`config.mk`:
```
export PLATFORM = sky130hd
export DESIGN_NAME = cache_mem_arbiter_flat
export DESIGN_NICKNAME = d
export VERILOG_FILES = /design/src/rtl/cache_mem_arbiter_pkg.sv /design/src/rtl/cache_mem_arbiter_if.sv /design/src/rtl/cache_mem_arbiter_arb_pick.sv /design/src/rtl/cache_mem_arbiter.sv /design/src/flat_wrapper.sv
export SDC_FILE = /design/constraint.sdc
export NUM_CORES = 1
export LEC_CHECK = 0
export ABC_CLOCK_PERIOD_IN_PS = 2300
export BUFFER_PORTS_ARGS = -buffer_cell sky130_fd_sc_hd__clkbuf_2
export CORE_MARGIN = 4
export CORE_UTILIZATION = 26
export DETAILED_ROUTE_END_ITERATION = 16
export GPL_TIMING_DRIVEN = 0
export HOLD_SLACK_MARGIN = 0.15
export PLACE_DENSITY_LB_ADDON = 0.05
export SYNTH_ARGS = -nofsm -noshare
export SYNTH_HDL_FRONTEND = slang
export SYNTH_SLANG_ARGS = --single-unit
```
`constraint.sdc`:
```
create_clock -name clk -period 2.3 [get_ports clk]
set_clock_uncertainty 0.2 [all_clocks]
set_input_delay 0.115 -clock clk [delete_from_list [all_inputs] [get_ports clk]]
set_output_delay 0.115 -clock clk [all_outputs]
set_load 0.02 [all_outputs]
```
`src/rtl/cache_mem_arbiter_pkg.sv`:
```
// -----------------------------------------------------------------------------
// cache_mem_arbiter_pkg
// Shared definitions for the I/D cache memory arbiter:
//   - state_t  : arbiter FSM states
//   - owner_t  : transaction owner encoding (OWN_I = 0, OWN_D = 1)
//   - DEF_BLK_WORDS / DEF_MEM_LAT : default block size and memory latency
//   - store_addr() : word-aligns a byte address for a single-word store
// -----------------------------------------------------------------------------
package cache_mem_arbiter_pkg;

   typedef enum logic [2:0] {
      ST_IDLE  = 3'd0,
      ST_ISSUE = 3'd1,
      ST_DRAIN = 3'd2,
      ST_STORE = 3'd3,
      ST_DONE  = 3'd4
   } state_t;

   typedef enum logic {
      OWN_I = 1'b0,
      OWN_D = 1'b1
   } owner_t;

   localparam int DEF_BLK_WORDS = 8;
   localparam int DEF_MEM_LAT   = 4;

   // Memory is 16-bit word addressed through byte addresses: bit 0 is dropped.
   function automatic logic [15:0] store_addr(input logic [15:0] addr);
      return {addr[15:1], 1'b0};
   endfunction

endpackage

```
`src/rtl/cache_mem_arbiter_if.sv`:
```
// -----------------------------------------------------------------------------
// cache_mem_arbiter_if
// Memory-side bus shared by the arbiter (master) and the memory (slave).
//   mem_en    : access strobe, one word per cycle      (master -> slave)
//   mem_wr    : write qualifier                         (master -> slave)
//   mem_addr  : byte address                            (master -> slave)
//   mem_wdata : write data                              (master -> slave)
//   mem_rdata : read data                               (slave -> master)
//   mem_valid : mem_rdata valid, MEM_LAT after mem_en   (slave -> master)
// -----------------------------------------------------------------------------
interface cache_mem_arbiter_if;

   logic        mem_en;
   logic        mem_wr;
   logic [15:0] mem_addr;
   logic [15:0] mem_wdata;
   logic [15:0] mem_rdata;
   logic        mem_valid;

   modport master (
      output mem_en, mem_wr, mem_addr, mem_wdata,
      input  mem_rdata, mem_valid
   );

   modport slave (
      input  mem_en, mem_wr, mem_addr, mem_wdata,
      output mem_rdata, mem_valid
   );

endinterface

```
`src/rtl/cache_mem_arbiter_arb_pick.sv`:
```
// -----------------------------------------------------------------------------
// arb_pick
// Combinational two-requester grant used by the arbiter FSM while idle.
//   i_req, d_req : pending requests
//   last_owner   : owner served last (only with ARB_ROUND_ROBIN_EN)
//   grant_valid  : at least one request pending
//   grant_owner  : selected owner
// Build option ARB_ROUND_ROBIN_EN: on a tie grant the side not served last;
// otherwise D always wins a tie.
// -----------------------------------------------------------------------------
module arb_pick
   import cache_mem_arbiter_pkg::*;
(
   input  logic   i_req,
   input  logic   d_req,
`ifdef ARB_ROUND_ROBIN_EN
   input  owner_t last_owner,
`endif
   output logic   grant_valid,
   output owner_t grant_owner
);

   // Tie-break between the two requesters.
   always_comb begin
      grant_valid = i_req | d_req;
      grant_owner = OWN_I;
      if (i_req && d_req) begin
`ifdef ARB_ROUND_ROBIN_EN
         grant_owner = (last_owner == OWN_D) ? OWN_I : OWN_D;
`else
         grant_owner = OWN_D;
`endif
      end else if (d_req) begin
         grant_owner = OWN_D;
      end else begin
         grant_owner = OWN_I;
      end
   end

endmodule

```
`src/rtl/cache_mem_arbiter.sv`:
```
// -----------------------------------------------------------------------------
// cache_mem_arbiter
// Arbitrates I-cache fills and D-cache fills/stores onto one memory port.
// Fills issue BLK_WORDS consecutive reads and forward each return to the
// owning cache; stores issue one write. Completion is a one-cycle done pulse.
//   clk, rst          : clock, asynchronous active-high reset
//   i_req, i_addr     : I-cache fill request (level) and byte address
//   d_req, d_wr       : D-cache request (level); d_wr=1 store, 0 fill
//   d_addr, d_wdata   : D-cache byte address and store data
//   mem               : memory bus (cache_mem_arbiter_if.master)
//   fill_we/sel/word/data : fill write port towards the caches
//   i_done, d_done    : completion pulses
//   busy              : any state but IDLE
// Build option ARB_ROUND_ROBIN_EN: round-robin tie-break with a last-owner
// flop (reset to I so D wins the first tie); default is fixed D-over-I.
// -----------------------------------------------------------------------------
module cache_mem_arbiter
   import cache_mem_arbiter_pkg::*;
#(
   parameter int BLK_WORDS = DEF_BLK_WORDS,
   parameter int MEM_LAT   = DEF_MEM_LAT
) (
   input  logic                          clk,
   input  logic                          rst,
   input  logic                          i_req,
   input  logic [15:0]                   i_addr,
   input  logic                          d_req,
   input  logic                          d_wr,
   input  logic [15:0]                   d_addr,
   input  logic [15:0]                   d_wdata,
   cache_mem_arbiter_if.master           mem,
   output logic                          fill_we,
   output logic                          fill_sel,
   output logic [$clog2(BLK_WORDS)-1:0]  fill_word,
   output logic [15:0]                   fill_data,
   output logic                          i_done,
   output logic                          d_done,
   output logic                          busy
);

   localparam int W = $clog2(BLK_WORDS);
   localparam logic [W-1:0] LAST_WORD = W'(BLK_WORDS - 1);

   if (BLK_WORDS < 2 || BLK_WORDS > 16 || (BLK_WORDS & (BLK_WORDS - 1)) != 0 || MEM_LAT < 1) begin : g_param_check
      $error("cache_mem_arbiter: illegal BLK_WORDS or MEM_LAT");
   end

   // Word k of the block containing base: {base[15:W+1], k, 1'b0}.
   function automatic logic [15:0] fill_addr(input logic [15:0] base, input logic [W-1:0] k);
      logic [15:0] a;
      a        = base;
      a[W:1]   = k;
      a[0]     = 1'b0;
      return a;
   endfunction

   state_t         state_r;
   state_t         state_next_s;
   owner_t         owner_r;
   logic           wr_r;
   logic [15:0]    addr_r;
   logic [15:0]    wdata_r;
   logic [W-1:0]   iss_cnt_r;
   logic [W-1:0]   rx_cnt_r;
   logic           rx_full_r;

   logic           grant_valid_s;
   owner_t         grant_owner_s;
   logic           rx_fire_s;
   logic           rx_last_s;
   logic           iss_last_s;

`ifdef ARB_ROUND_ROBIN_EN
   owner_t         last_owner_r;
`endif

   arb_pick u_arb_pick (
      .i_req       (i_req),
      .d_req       (d_req),
`ifdef ARB_ROUND_ROBIN_EN
      .last_owner  (last_owner_r),
`endif
      .grant_valid (grant_valid_s),
      .grant_owner (grant_owner_s)
   );

   // A return is accepted only while a fill is outstanding; rx_full_r blocks
   // any surplus return that might arrive before the issue phase ends.
   assign rx_fire_s  = mem.mem_valid && !rx_full_r &&
                       (state_r == ST_ISSUE || state_r == ST_DRAIN);
   assign rx_last_s  = rx_fire_s && (rx_cnt_r == LAST_WORD);
   assign iss_last_s = (state_r == ST_ISSUE) && (iss_cnt_r == LAST_WORD);

   // FSM state register.
   always_ff @(posedge clk or posedge rst) begin
      if (rst) begin
         state_r <= ST_IDLE;
      end else begin
         state_r <= state_next_s;
      end
   end

   // FSM next-state logic.
   always_comb begin
      state_next_s = state_r;
      case (state_r)
         ST_IDLE: begin
            if (grant_valid_s) begin
               state_next_s = (grant_owner_s == OWN_D && d_wr) ? ST_STORE : ST_ISSUE;
            end else begin
               state_next_s = ST_IDLE;
            end
         end
         ST_ISSUE: begin
            if (iss_last_s) begin
               state_next_s = (rx_full_r || rx_last_s) ? ST_DONE : ST_DRAIN;
            end else begin
               state_next_s = ST_ISSUE;
            end
         end
         ST_DRAIN: begin
            if (rx_last_s) begin
               state_next_s = ST_DONE;
            end else begin
               state_next_s = ST_DRAIN;
            end
         end
         ST_STORE: state_next_s = ST_DONE;
         ST_DONE:  state_next_s = ST_IDLE;
         default:  state_next_s = ST_IDLE;
      endcase
   end

   // Transaction context and issue/receive counters.
   always_ff @(posedge clk or posedge rst) begin
      if (rst) begin
         owner_r   <= OWN_I;
         wr_r      <= 1'b0;
         addr_r    <= 16'h0000;
         wdata_r   <= 16'h0000;
         iss_cnt_r <= '0;
         rx_cnt_r  <= '0;
         rx_full_r <= 1'b0;
      end else if (state_r == ST_IDLE) begin
         if (grant_valid_s) begin
            owner_r   <= grant_owner_s;
            wr_r      <= (grant_owner_s == OWN_D) && d_wr;
            addr_r    <= (grant_owner_s == OWN_D) ? d_addr : i_addr;
            wdata_r   <= d_wdata;
            iss_cnt_r <= '0;
            rx_cnt_r  <= '0;
            rx_full_r <= 1'b0;
         end
      end else begin
         // Both counters wrap naturally because BLK_WORDS is a power of two.
         if (state_r == ST_ISSUE) begin
            iss_cnt_r <= iss_cnt_r + W'(1);
         end
         if (rx_fire_s) begin
            rx_cnt_r <= rx_cnt_r + W'(1);
         end
         if (rx_last_s) begin
            rx_full_r <= 1'b1;
         end
      end
   end

`ifdef ARB_ROUND_ROBIN_EN
   // Remembers the side granted last for the round-robin tie-break.
   always_ff @(posedge clk or posedge rst) begin
      if (rst) begin
         last_owner_r <= OWN_I;
      end else if (state_r == ST_IDLE && grant_valid_s) begin
         last_owner_r <= grant_owner_s;
      end
   end
`endif

   // FSM output decode: everything derives from state, counters and context.
   always_comb begin
      mem.mem_en    = 1'b0;
      mem.mem_wr    = 1'b0;
      mem.mem_addr  = 16'h0000;
      mem.mem_wdata = 16'h0000;
      case (state_r)
         ST_ISSUE: begin
            mem.mem_en   = 1'b1;
            mem.mem_addr = fill_addr(addr_r, iss_cnt_r);
         end
         ST_STORE: begin
            mem.mem_en    = 1'b1;
            mem.mem_wr    = wr_r;
            mem.mem_addr  = store_addr(addr_r);
            mem.mem_wdata = wdata_r;
         end
         default: begin
            mem.mem_en    = 1'b0;
         end
      endcase
      fill_we   = rx_fire_s;
      fill_sel  = rx_fire_s && (owner_r == OWN_D);
      fill_word = rx_cnt_r;
      i_done    = (state_r == ST_DONE) && (owner_r == OWN_I);
      d_done    = (state_r == ST_DONE) && (owner_r == OWN_D);
      busy      = (state_r != ST_IDLE);
   end

   // Read data passes straight through; forced low while reset is applied.
   assign fill_data = rst ? 16'h0000 : mem.mem_rdata;

endmodule

```
`src/flat_wrapper.sv`:
```
// flat-port wrapper written by rule: the top's interface ports become plain ports
module cache_mem_arbiter_flat import cache_mem_arbiter_pkg::*;
#(
   parameter int BLK_WORDS = DEF_BLK_WORDS,
   parameter int MEM_LAT   = DEF_MEM_LAT
)
  (clk, rst, i_req, i_addr, d_req, d_wr, d_addr, d_wdata, fill_we, fill_sel, fill_word, fill_data, i_done, d_done, busy, mem_mem_en, mem_mem_wr, mem_mem_addr, mem_mem_wdata, mem_mem_rdata, mem_mem_valid);
  cache_mem_arbiter_if mem_i ();
  input  logic clk;
  input  logic rst;
  input  logic i_req;
  input  logic [15:0] i_addr;
  input  logic d_req;
  input  logic d_wr;
  input  logic [15:0] d_addr;
  input  logic [15:0] d_wdata;
  output logic fill_we;
  output logic fill_sel;
  output logic [$clog2(BLK_WORDS)-1:0] fill_word;
  output logic [15:0] fill_data;
  output logic i_done;
  output logic d_done;
  output logic busy;
  output wire logic [$bits(mem_i.mem_en)-1:0] mem_mem_en;
  output wire logic [$bits(mem_i.mem_wr)-1:0] mem_mem_wr;
  output wire logic [$bits(mem_i.mem_addr)-1:0] mem_mem_addr;
  output wire logic [$bits(mem_i.mem_wdata)-1:0] mem_mem_wdata;
  input wire logic [$bits(mem_i.mem_rdata)-1:0] mem_mem_rdata;
  input wire logic [$bits(mem_i.mem_valid)-1:0] mem_mem_valid;
  assign mem_mem_en = mem_i.mem_en;
  assign mem_mem_wr = mem_i.mem_wr;
  assign mem_mem_addr = mem_i.mem_addr;
  assign mem_mem_wdata = mem_i.mem_wdata;
  assign mem_i.mem_rdata = mem_mem_rdata;
  assign mem_i.mem_valid = mem_mem_valid;
  cache_mem_arbiter #(.BLK_WORDS(BLK_WORDS), .MEM_LAT(MEM_LAT)) u_core (.clk(clk), .rst(rst), .i_req(i_req), .i_addr(i_addr), .d_req(d_req), .d_wr(d_wr), .d_addr(d_addr), .d_wdata(d_wdata), .mem(mem_i), .fill_we(fill_we), .fill_sel(fill_sel), .fill_word(fill_word), .fill_data(fill_data), .i_done(i_done), .d_done(d_done), .busy(busy));
endmodule
```
* After elaboration in Yosys (flattened, before gate mapping)
Index checks and enable logic that the tools add are counted.
** Word-level totals
- Bits in registers :: 44
- Latch bits :: 0
- Bits in writable memories :: 0
- Memory bits (read-only) :: 0
- Bits of input ports :: 70
- Output and inout port bits :: 58
- Logic and storage cells :: 63
- Memories :: 0
** Cells by class
- $add $sub $neg :: 2
- $mul :: 0
- Divide/modulo/power cells :: 0
- Magnitude comparators :: 0
- Equality and inequality tests :: 7
- Shift operators :: 0
- Mux-type cells :: 22
- Bitwise operators :: 2
- Reduce and logical (&&, ||, !) cells :: 22
** Operators with widths (count)
- $mux W16 :: 3
- $pmux W16 S2 :: 1
- $mux W3 :: 9
- $pmux W3 S4 :: 1
- $eq A3 B3 Y1 const B :: 3
- $logic_and A1 B1 Y1 :: 9
- $reduce_and A2 Y1 :: 4
- $mux W1 :: 7
- $add A3 B1 Y3 const B :: 2
- $eq A3 B2 Y1 const B :: 2
- $reduce_bool A2 Y1 :: 3
- $eq A3 B1 Y1 const B :: 1
- $logic_not A3 Y1 :: 1
- $reduce_bool A3 Y1 :: 1
- $logic_or A1 B1 Y1 :: 2
- $mux W2 :: 1
- $ne A2 B1 Y1 const B :: 1
- $reduce_or A2 Y1 :: 1
- $logic_not A1 Y1 :: 1
- $not A1 Y1 :: 1
- $or A1 B1 Y1 :: 1

* Longest topological paths before layout
- Depth in word-level cells :: 8
- Depth in mapped cells :: 8
- Mapped depth without buffers :: 5

* Cells and area by module
A second synthesis with hierarchy kept.
** Unflattened totals
- Cell total of the unflattened synthesis :: 228
- Area, all modules :: 2321.0 um2
** By module, submodules not included
- cache_mem_arbiter :: times used 1, cells an instance 226, area each 2311.0 um2, seq. area each 1076.0 um2
- arb_pick :: times used 1, cells an instance 2, area each 10.0 um2, seq. area each 0.0 um2

* Worst setup path after synthesis
OpenSTA, ideal clock, no wires.
- Kind :: flip-flop to output port
- Start point :: register u_core.state_r[1]
- End point :: output port i_done
- Data arrival time :: 1.576 ns
- Data required time :: 1.985 ns
- Slack :: 0.409 ns
- Cell stages (with the launch flop) :: 4
- Path buffers :: 2
- Cell sequence :: dfrtp_1 > clkbuf_1 > clkbuf_1 > nor4b_1
** Between the ends
- Word-level cells in the longest chain between the ends :: 2
** RTL lines
- from (decl) :: line cache_mem_arbiter.sv:57 : state_t state_r;
- from (signal assigned) :: line cache_mem_arbiter.sv:99 : state_r <= state_next_s;
- $eq A3 B3 Y1 :: line cache_mem_arbiter.sv:203 : i_done = (state_r == ST_DONE) && (owner_r == OWN_I);
- $logic_and A1 B1 Y1 :: line cache_mem_arbiter.sv:203
- to (decl) :: line flat_wrapper.sv:21 : output logic i_done;
No other way between the ends.

* Worst setup path in the final report
- Start point :: register u_core.state_r[2]
- End point :: output port mem_mem_wdata[12]
** Between the ends
- Word-level cells in the longest chain between the ends :: 2
** RTL lines
- $eq A3 B2 Y1 :: line cache_mem_arbiter.sv:185 : case (state_r)
- $mux W16 :: line cache_mem_arbiter.sv:185
- to (decl) :: line flat_wrapper.sv:27 : output wire logic [$bits(mem_i.mem_wdata)-1:0] mem_mem_wdata;
No other way between the ends.

==> qor.txt <==
status -> completed
Peak VDD IR -> 407 µV
fin util -> 42.8%
Worst path slowest cell -> dfrtp_1
Synth cell types -> 38
Antenna Violating Nets Remaining -> 0
min Tclk post-route -> 2.16 ns
Cell Chain, Critical Path -> clkbuf_1 > nand2b_1 > inv_1 > clkbuf_2 > and3_1 > clkbuf_2
Hold Fails Final Rpt -> 0
# setup viols final -> 0
routability cong. -> 0.684
largest cells by area after synthesis -> dfrtp_1 45%, mux2i_1 7.6%, mux2_4 6.9%
Clock power frac -> 13.4%
placed cell area -> 3160 µm²
chip width -> 104 µm
most common cell in the netlist -> dfrtp_1
mux contribution to synthesized area -> 17.3%
post-synth net total -> 299
Synth warnings -> 0
relative slew slack -> 51.1%
Synth Flop Type -> dfrtp_1
gr ovfl total -> 0
leakage power -> 1.96 nW
Sw Ratio -> 41.4%
synthesized area -> 2380 µm²
Pwr Total -> 4.27 mW
Die Y -> 104 µm
H-Tree Depth -> 2
post-DR wirelength/cell -> 13.7 µm
Die Area -> 10800 µm²
setup_tns -> 0 ns
initial antenna violation count -> 0
Initial DRC Count -> 60
Avg Inst Size Synth -> 10.6 µm²
core area -> 8810 µm²
Pins Over Slew Limit -> 0
Post-DP HPWL -> 5100 µm
worst path buffer plus inverter count -> 4
row cnt -> 34
fmax -> 464 MHz
Data required, critical path -> 1.99 ns
Post-Syn Instances -> 225
XOR/XNOR Fraction of Synth Area -> 0.367%
dpl cells -> 457
fin crit share -> 93.7%
Initial Util -> 27.1%
CP peak stage delay -> 0.33 ns
CP startpoint kind -> flip-flop
Post-Synth Adder-Cell Area -> 2.10%
Sequential Power Share -> 30.8%
root buf cell -> clkbuf_8
Setup CP Type -> flip-flop to output port
Post-synth ARST share -> 100%
area growth from synthesis to layout -> 57.9%
Combinational Power Share -> 55.8%
GRT Overall Usage -> 13.6%
Pwr per Cell Area -> 1130 nW/µm²
final net count -> 480
CTS buffer count -> 5
Arr. time, crit path -> 1.84 ns
fin area -> 3770 µm²
ratio of cells with drive above 1 in the final layout -> 41.1%
RSZ-0062 raised after global routing -> false
Compound-Gate Fraction of Synth Area -> 10.5%
Worst-Skew Late Latency -> 0.29 ns
Crit path top cell by count -> clkbuf_2
internal power -> 2.50 mW
largest net degree at the start of global routing -> 24
Synth top cells by count -> 43 x dfrtp_1, 31 x a21oi_1, 18 x and3_1, 18 x mux2i_1, 17 x nor2b_1
antenna cells -> 0
WL final -> 7040 µm
Clk pin slew, worst setup/hold paths -> 0.08 ns
Initial DRT Pass Iterations -> 4
Finished Layout Cells -> 514
CTS tree -> built
vias in the first global route -> 2450
I/O pin cnt -> 128
Setup crit end kind -> output port
IO Port Bufs -> 123
largest family of logic cells by synthesized area -> simple AND/OR/NAND/NOR gates
clk buf depth -> 2
sequential area share after synthesis -> 45.1%
number of synthesized flops with an enable pin -> 0
area leader, netlist -> dfrtp_1
Simple-Gate Fraction of Synth Area -> 18.4%
top-area cell type share of the netlist area -> 45.1%
DRC viols -> 0
Worst Path Max Fanout -> 10
CTS Sinks -> 43
#FFs+latches synth -> 43
max_cap viols -> 0
vias per cell -> 4.46
min-delay worst type -> input port to flip-flop
first-pass GRT wire length -> 12200 µm
Vias -> 2293
CP delay by family, top -> buffers and inverters
P_sw -> 1.77 mW
Slew @ Worst Pin -> 0.733 ns
==> through the flow <==
| stage | hold WS [ns] | setup WS, ns |
|---|---|---|
| after CTS | 0.230 | 0.113 |
| after global routing | 0.255 | 0.00631 |
| after detailed placement | 0.150 | 0.205 |
| final | 0.232 | 0.145 |
| after global placement | 0.149 | -0.145 |
| after floorplan | 0.0630 | 0.409 |
==> logic make-up (layout without fill, tap and decap cells) <==
family          count (synthesis)  count (layout)
buf+inv                        25             206
mux                            35              35
simple gates                   71              71
flops                          43              43
fa+ha+maj                       4               4
compound gates                 45              45
other cells                     1               1
xor+xnor                        1               1
==> final timing paths <==
path                                   start                   to  slack, ns  cells past startpoint
max                        u_core.state_r[2]    mem_mem_wdata[12]       0.14                      6
min                                    d_req    u_core.addr_r[15]       0.23                      5
max reg2reg                u_core.state_r[2]    u_core.wdata_r[6]       0.24                      6
min reg2reg                u_core.wdata_r[1]    u_core.wdata_r[1]       0.30                      1
max in group asynchronous                rst  u_core.fill_word[2]       0.87                      5
min in group asynchronous                rst   u_core.wdata_r[15]       0.54                      4
==> layout make-up <==
type / instances / area (µm²)
sequential: 43 / 1080
inverter: 5 / 18.8
fill: 904 / 5040
clock inverter: 1 / 30.0
buffer: 20 / 134
multi-input combinational: 157 / 1160
clock buffer: 6 / 72.6
timing repair buffer: 174 / 1140
tap: 108 / 135
==> cells in the final DEF (no fill, tap or decap), types with 2 or more instances in the layout <==
master,synthesis,final
clkbuf_8,0,5
nor2_1,4,4
o21ai_0,5,5
and3_1,18,18
inv_1,5,4
clkbuf_1,11,6
buf_2,2,2
dfrtp_1,43,43
nand2_1,5,5
mux2i_1,18,18
nand2b_1,2,2
mux2_2,6,6
dlygate4sd3_1,0,50
mux2_4,11,11
clkbuf_2,0,129
and2_1,13,13
ha_1,4,4
nor2b_1,17,17
buf_6,6,6
a21oi_1,31,31
a22o_1,3,3
nor3b_1,2,2
==> what timing repair did <==
action,in CTS,in global routing
gates resized for setup,5,2
setup endpoints to repair,21,4
setup buffers,0,0
hold endpoints to repair,56,0
pin swaps,0,0
hold buffers,50,0
==> metal layers <==
| metal | GRT usage (%) | up-vias | wire [µm] |
|---|---|---|---|
| li1 | - | 1140 | - |
| met1 | 16.3 | 1073 | 3070 |
| met2 | 24.1 | 76 | 3450 |
| met3 | 3.92 | 4 | 478 |
| met4 | 2.85 | 0 | 37 |
| met5 | 0 | - | 0 |
==> power by group through the flow <==
stage,clock network (mW),registers (mW),logic (mW)
floorplan,0,1.29,1.64
global placement,0,1.32,2.32
detailed placement,0,1.33,2.34
CTS,0.596,1.32,2.43
global route,0.632,1.37,2.62
finish,0.571,1.32,2.38
==> worst min-delay path: cells and delay by family <==
family          cells  cell delay [ns]
compound gates      2             0.17
buf+inv             2             0.26
simple gates        1             0.13
==> sequential cells by signal, summed over array words and instances (netlist names) <==
register,count
u_core.state_r,3
u_core.wdata_r,16
u_core.iss_cnt_r,3
u_core.addr_r,15
u_core.rx_full_r,1
u_core.fill_word,3
u_core.owner_r,1
u_core.wr_r,1
Note: power is estimated with default switching activity, not from simulation.
